**src/rtl/vram_pkg.sv**
```systemverilog
// rtl/vram_pkg.sv - shared widths, frame size and write-requester indices for the VRAM arbiter
package vram_pkg;

  localparam int ADDR_W_DEF      = 19;
  localparam int DATA_W_DEF      = 32;
  localparam int FRAME_WORDS_DEF = 480000;  // 800x600 scan-out words
  localparam int FIFO_DEPTH_DEF  = 8;

  // Write requester index; also used to remember which of fill/line is favoured next.
  typedef enum logic [1:0] {
    REQ_CPU  = 2'd0,
    REQ_FILL = 2'd1,
    REQ_LINE = 2'd2
  } req_idx_e;

endpackage

```
**src/rtl/vram_scan_fifo.sv**
```systemverilog
// rtl/vram_scan_fifo.sv - scan-out prefetch FIFO (pixel word plus frame-start tag) with registered occupancy
module vram_scan_fifo #(
  parameter int WIDTH = 33,
  parameter int DEPTH = 8,
  localparam int PTR_W = $clog2(DEPTH),
  localparam int CNT_W = PTR_W + 1
) (
  input  logic             clk,
  input  logic             rst_n,
  input  logic             push_i,
  input  logic [WIDTH-1:0] wdata_i,
  input  logic             pop_i,
  output logic [WIDTH-1:0] rdata_o,
  output logic             empty_o,
  output logic [CNT_W-1:0] count_o
);

  logic [WIDTH-1:0] mem_q [DEPTH];
  logic [PTR_W-1:0] wr_ptr_q, wr_ptr_d;
  logic [PTR_W-1:0] rd_ptr_q, rd_ptr_d;
  logic [CNT_W-1:0] count_q, count_d;
  logic             full, do_push, do_pop;

  assign empty_o = (count_q == '0);
  assign full    = (count_q == CNT_W'(DEPTH));
  // A push into a full FIFO is only taken when the same cycle frees a slot.
  assign do_pop  = pop_i && !empty_o;
  assign do_push = push_i && (!full || do_pop);
  assign count_o = count_q;
  // Empty FIFO presents zero so the consumer never sees stale data or a stale tag.
  assign rdata_o = empty_o ? '0 : mem_q[rd_ptr_q];

  // Next pointers and occupancy from the push/pop pair.
  always_comb begin
    wr_ptr_d = wr_ptr_q;
    rd_ptr_d = rd_ptr_q;
    count_d  = count_q;
    if (do_push) wr_ptr_d = wr_ptr_q + PTR_W'(1);
    if (do_pop)  rd_ptr_d = rd_ptr_q + PTR_W'(1);
    case ({do_push, do_pop})
      2'b10:   count_d = count_q + CNT_W'(1);
      2'b01:   count_d = count_q - CNT_W'(1);
      default: count_d = count_q;
    endcase
  end

  // Pointer and occupancy registers.
  always_ff @(posedge clk or negedge rst_n) begin
    if (!rst_n) begin
      wr_ptr_q <= '0;
      rd_ptr_q <= '0;
      count_q  <= '0;
    end else begin
      wr_ptr_q <= wr_ptr_d;
      rd_ptr_q <= rd_ptr_d;
      count_q  <= count_d;
    end
  end

  // Storage array; contents are don't-care until written, so no reset.
  always_ff @(posedge clk) begin
    if (do_push) mem_q[wr_ptr_q] <= wdata_i;
  end

endmodule

```
**src/rtl/vram_arbiter.sv**
```systemverilog
// rtl/vram_arbiter.sv - VRAM scan-out prefetcher and 3-way write arbiter; VRAM_ARBITER_STATS_EN adds stall counters
module vram_arbiter
  import vram_pkg::*;
#(
  parameter int ADDR_W      = ADDR_W_DEF,
  parameter int DATA_W      = DATA_W_DEF,
  parameter int FRAME_WORDS = FRAME_WORDS_DEF,
  parameter int FIFO_DEPTH  = FIFO_DEPTH_DEF
) (
  input  logic              clk,
  input  logic              rst_n,
  output logic [ADDR_W-1:0] vram_ra0,
  input  logic [DATA_W-1:0] vram_rd0,
  output logic [DATA_W-1:0] pix_dout,
  output logic              pix_valid,
  input  logic              pix_ready,
  output logic              frame_start,
  output logic [ADDR_W-1:0] vram_wa,
  output logic [DATA_W-1:0] vram_wd,
  output logic              vram_we,
  input  logic              cpu_req,
  input  logic [ADDR_W-1:0] cpu_addr,
  input  logic [DATA_W-1:0] cpu_data,
  output logic              cpu_gnt,
  input  logic              fill_req,
  input  logic [ADDR_W-1:0] fill_addr,
  input  logic [DATA_W-1:0] fill_data,
  output logic              fill_gnt,
  input  logic              line_req,
  input  logic [ADDR_W-1:0] line_addr,
  input  logic [DATA_W-1:0] line_data,
  output logic              line_gnt
`ifdef VRAM_ARBITER_STATS_EN
  ,
  output logic [31:0]       underrun_cnt,
  output logic [31:0]       wr_stall_cnt
`endif
);

  localparam int CNT_W = $clog2(FIFO_DEPTH) + 1;
  localparam logic [ADDR_W-1:0] LAST_ADDR = ADDR_W'(FRAME_WORDS - 1);

  // ---------------- scan-out prefetch ----------------
  logic [ADDR_W-1:0] rd_addr_q, rd_addr_d;
  logic              inflight_q, inflight_d;
  logic              tag_q, tag_d;
  logic [CNT_W-1:0]  fifo_count;
  logic [CNT_W:0]    occ_sum;
  logic              issue;
  logic              fifo_empty;
  logic [DATA_W:0]   fifo_rdata;

  // Reads already in flight reserve a slot so a full FIFO is never overrun.
  assign occ_sum = {1'b0, fifo_count} + (CNT_W + 1)'(inflight_q);
  assign issue   = (occ_sum < (CNT_W + 1)'(FIFO_DEPTH));

  // Read address walk with frame wrap; remember whether the issued read is word 0.
  always_comb begin
    rd_addr_d  = rd_addr_q;
    inflight_d = issue;
    tag_d      = (rd_addr_q == '0);
    if (issue) begin
      rd_addr_d = (rd_addr_q == LAST_ADDR) ? '0 : rd_addr_q + ADDR_W'(1);
    end
  end

  // Read issue state; reset drops any in-flight read so it is never pushed.
  always_ff @(posedge clk or negedge rst_n) begin
    if (!rst_n) begin
      rd_addr_q  <= '0;
      inflight_q <= 1'b0;
      tag_q      <= 1'b0;
    end else begin
      rd_addr_q  <= rd_addr_d;
      inflight_q <= inflight_d;
      tag_q      <= tag_d;
    end
  end

  assign vram_ra0 = rd_addr_q;

  vram_scan_fifo #(
    .WIDTH (DATA_W + 1),
    .DEPTH (FIFO_DEPTH)
  ) u_scan_fifo (
    .clk     (clk),
    .rst_n   (rst_n),
    .push_i  (inflight_q),
    .wdata_i ({tag_q, vram_rd0}),
    .pop_i   (pix_valid && pix_ready),
    .rdata_o (fifo_rdata),
    .empty_o (fifo_empty),
    .count_o (fifo_count)
  );

  assign pix_valid   = !fifo_empty;
  assign pix_dout    = fifo_rdata[DATA_W-1:0];
  assign frame_start = fifo_rdata[DATA_W];

  // ---------------- write arbitration ----------------
  req_idx_e rr_q, rr_d;  // which of fill/line wins the next tie
  req_idx_e sel;
  logic     any_req;
  logic     grant;

  // cpu always wins; fill/line ties go to the favoured one, which then flips.
  always_comb begin
    sel     = REQ_CPU;
    any_req = 1'b1;
    rr_d    = rr_q;
    if (cpu_req)                   sel = REQ_CPU;
    else if (fill_req && line_req) sel = rr_q;
    else if (fill_req)             sel = REQ_FILL;
    else if (line_req)             sel = REQ_LINE;
    else                           any_req = 1'b0;
    if (any_req && sel == REQ_FILL)      rr_d = REQ_LINE;
    else if (any_req && sel == REQ_LINE) rr_d = REQ_FILL;
  end

  // Round-robin pointer; reset favours fill.
  always_ff @(posedge clk or negedge rst_n) begin
    if (!rst_n) rr_q <= REQ_FILL;
    else        rr_q <= rr_d;
  end

  // Grants are suppressed while reset is held.
  assign grant = any_req && rst_n;

  // Drive the shared write port from the selected requester, zero when idle.
  always_comb begin
    cpu_gnt  = 1'b0;
    fill_gnt = 1'b0;
    line_gnt = 1'b0;
    vram_we  = grant;
    vram_wa  = '0;
    vram_wd  = '0;
    if (grant) begin
      case (sel)
        REQ_CPU: begin
          cpu_gnt = 1'b1;
          vram_wa = cpu_addr;
          vram_wd = cpu_data;
        end
        REQ_FILL: begin
          fill_gnt = 1'b1;
          vram_wa  = fill_addr;
          vram_wd  = fill_data;
        end
        REQ_LINE: begin
          line_gnt = 1'b1;
          vram_wa  = line_addr;
          vram_wd  = line_data;
        end
        default: begin
          vram_wa = '0;
          vram_wd = '0;
        end
      endcase
    end
  end

`ifdef VRAM_ARBITER_STATS_EN
  logic [31:0] underrun_q, wr_stall_q;

  // Saturating counts of starved scan-out cycles and stalled fill/line cycles.
  always_ff @(posedge clk or negedge rst_n) begin
    if (!rst_n) begin
      underrun_q <= '0;
      wr_stall_q <= '0;
    end else begin
      if (pix_ready && !pix_valid && underrun_q != '1) underrun_q <= underrun_q + 32'd1;
      if ((fill_req || line_req) && !(fill_gnt || line_gnt) && wr_stall_q != '1)
        wr_stall_q <= wr_stall_q + 32'd1;
    end
  end

  assign underrun_cnt = underrun_q;
  assign wr_stall_cnt = wr_stall_q;
`endif

endmodule

```
**config.mk**
```make
export PLATFORM = sky130hd
export DESIGN_NAME = vram_arbiter
export DESIGN_NICKNAME = d
export VERILOG_FILES = /design/src/rtl/vram_pkg.sv /design/src/rtl/vram_scan_fifo.sv /design/src/rtl/vram_arbiter.sv
export SDC_FILE = /design/constraint.sdc
export NUM_CORES = 1
export LEC_CHECK = 0
export CORE_ASPECT_RATIO = 2
export CORE_UTILIZATION = 51
export CTS_CLUSTER_DIAMETER = 80
export DETAILED_ROUTE_END_ITERATION = 10
export GPL_ROUTABILITY_DRIVEN = 0
export HOLD_SLACK_MARGIN = 0.12
export PLACE_DENSITY = 0.82
export REMOVE_ABC_BUFFERS = 1
export SLEW_MARGIN = 0
export SYNTH_ARGS = -nofsm -noshare
export SYNTH_HDL_FRONTEND = slang
export SYNTH_SLANG_ARGS = --single-unit
export TNS_END_PERCENT = 20
```
**constraint.sdc**
```tcl
create_clock -name clk -period 10.6 [get_ports clk]
set_input_delay 1.06 -clock clk [delete_from_list [all_inputs] [get_ports clk]]
set_output_delay 1.06 -clock clk [all_outputs]
set_load 0.005 [all_outputs]
```
==> flow_summary.toml <==
[critical_path]
cp.arrival_ns = 3.90
start_kind = "input pin"
crit_fanout = 52
reg2reg_slack_ns = 7.31
setup.worst_path.start = "fill_req"
crit_end = "vram_wa[16]"
critPathRequiredTime_ns = 9.54
path_class = "in2out"
worst-r2r-cell-count = 11
r2r-start = "u_scan_fifo.count_o[2]"
r2r_end = "u_scan_fifo.count_o[3]"
critPathCaptureType = "output pin"

[floorplanning]
start_util = 0.5178
num_rows = 81
die_area_mm2 = 0.02547
die_w_um = 113.4
fp.dieH_um = 224.7
coreArea_mm2 = 0.02442
io_pins = 299

[clocking]
post_cts_resized = 0
clock_path_buffers = 3
cts.clk_slew.worst_paths_ns = 0.07
cts_setup_buffers = 0
worstSkewPairLatency_ns = 0.52
clock-sinks = 297
cts_root_buf = "clkbuf_16"
cts_max_level = 1
postCtsHoldBufs = 0
cts_tree = "yes"
cts_inserted_buffers = 23

[timing]
layout_min_cycle_time_ns = 4.964
worstMarginPinSlew_ns = 1.122
layout_setup_ws_ns = 5.636
max_slew_margin = 0.2522
hold_violations = 0
fmax_ghz = 0.2014
slew_viol_final = 0
post-route-period-util = 0.4683
setup_tns_ns = 0
hold_slack_ns = 0.5194
setup_viol = 0
skew_ns = 0.01749
rsz0062_at_grt = "false"

[logic_synthesis]
syn_area_per_cell_um2 = 16.93
synth_top_flop_cell = "edfxtp_1"
ys_types = 47
synthCells = 747
synth-seq-cells = 297
synth_edf_count = 264
ys.warnings.count = 0
async_reset_ff_frac = 0.1111
synth_area_mm2 = 0.01265
yosysSeqAreaShare = 0.6922

[drt]
via_count = 8359
finalWirelength_um = 36200
ant_nets = 0
viasPerCell = 6.009
first_pass_iters = 8
detail_route.wl_per_cell_um = 26.03
drc_errors = 0
drtIter0Drc = 705

[global_routing]
grt_pass1_vias = 8554
grt_max_degree = 55
antenna_found_initial = 1
track_usage = 0.2870
grt_pass1_wl_um = 51440
grt_overflow_total = 0

[cells_and_area]
stdcell_area_mm2 = 0.01692
final_nets = 1239
layout-drive-gt1-share = 0.1380
area_growth_pct = 33.81

[power_and_ir_drop]
peakVddDrop_mv = 0.1204
p_leak_nw = 5.772
power_density_mw_per_mm2 = 240.9

[run_status]
run_status = "completed"

[min_path]
worstHoldPathType = "reg2reg"
hold_path.startpoint = "u_scan_fifo.wr_ptr_q[0]"

[place]
pre_cts_slack_ns = 5.649
placed_cell_area_mm2 = 0.01609
hpwl_um = 25230
port_buffers = 298

[job]
cap_violations = 0
[worst max-delay path, cell delays in order]
cell	delay, ns
clkdlybuf4s50_1	0.51
and2_1	0.22
a211o_1	0.25
buf_4	0.29
a222oi_1	0.98
nor2_1	0.09
clkdlybuf4s50_1	0.49
[cells in the mapped netlist (7+ instances only)]
library cell,count,area share
a222oi_1,51,0.040
a21oi_1,9,0.0036
mux2i_1,34,0.027
xnor2_1,14,0.0097
nand3_1,11,0.0044
nor4_1,7,0.0035
nand2b_1,10,0.0049
mux4_2,66,0.12
nor2_1,101,0.030
and2_1,7,0.0035
edfxtp_1,264,0.63
nand2_1,18,0.0053
inv_1,14,0.0042
dfrtp_1,32,0.063
clkbuf_1,35,0.010
[worst min path at each step]
| stage | slack, ns | end | cells past startpoint |
|---|---|---|---|
| 5_1_grt | 0.54 | u_scan_fifo.wr_ptr_q[0] | 1 |
| 6_report | 0.52 | u_scan_fifo.wr_ptr_q[0] | 1 |
| 3_5_place_dp | 0.51 | u_scan_fifo.wr_ptr_q[0] | 1 |
| 2_1_floorplan | 0.48 | u_scan_fifo.wr_ptr_q[0] | 1 |
| 3_3_place_gp | 0.50 | u_scan_fifo.wr_ptr_q[0] | 1 |
| 4_1_cts | 0.52 | u_scan_fifo.wr_ptr_q[0] | 1 |
[state kept, by name (all words and copies together) (netlist names)]
signal / cells
inflight_q: 1
rr_q: 2
tag_q: 1
u_scan_fifo.count_o: 4
u_scan_fifo.mem_q: 264
u_scan_fifo.rd_ptr_q: 3
u_scan_fifo.wr_ptr_q: 3
vram_ra0: 19
[logic make-up after synthesis]
group	share of synthesized area
fa+ha+maj	0.007519
flops	0.6922
xor+xnor	0.01108
mux	0.1462
simple gates	0.06589
buf+inv	0.01830
compound gates	0.05877
[routing by layer]
metal,up-vias,track usage,wire (µm)
met5,-,0,0
met4,0,0.1940,2579
met3,91,0.04258,2801
met2,458,0.5173,19270
met1,4184,0.3069,11550
li1,3626,-,-
[where the power goes]
group / internal (mW) / total (mW) / switching (mW)
logic: 0.770 / 1.44 / 0.669
clock network: 0.538 / 0.931 / 0.393
registers: 1.53 / 1.71 / 0.173
total: 2.84 / 4.08 / 1.24
[placed cells by master (no fill, tap or decap), types with 7 or more instances in the layout]
cell / Yosys / routed
clkdlybuf4s50_1: 0 / 297
edfxtp_1: 264 / 264
nor2_1: 101 / 94
mux4_2: 66 / 66
a222oi_1: 51 / 51
mux2i_1: 34 / 34
dfrtp_1: 32 / 29
clkbuf_16: 0 / 23
nand2_1: 18 / 18
buf_4: 0 / 17
inv_1: 14 / 14
xnor2_1: 14 / 14
nand3_1: 11 / 11
nand2b_1: 10 / 10
nor2_4: 0 / 7
and2_1: 7 / 7
nor4_1: 7 / 7
a21oi_1: 9 / 7
[area by class of cell]
class	count	area [µm²]
Antenna cell	1	2.502
Tap cell	332	415.4
Clock buffer	29	608.1
Inverter	14	52.55
Fill cell	1569	7502
Timing Repair Buffer	315	3105
Multi-Input combinational cell	390	3757
Sequential cell	297	8761
Clock inverter	13	220.2
[through the flow]
stage / util / std cells / power (mW)
after floorplan: - / 701 / 2.490
after global placement: 0.6588 / 1348 / 3.135
after detailed placement: 0.6588 / 1348 / 3.178
after CTS: 0.6927 / 1390 / 4.116
after global routing: 0.6928 / 1391 / 4.249
final: 0.6928 / 1391 / 4.077
No activity file was read; power rests on OpenSTA's default activity.
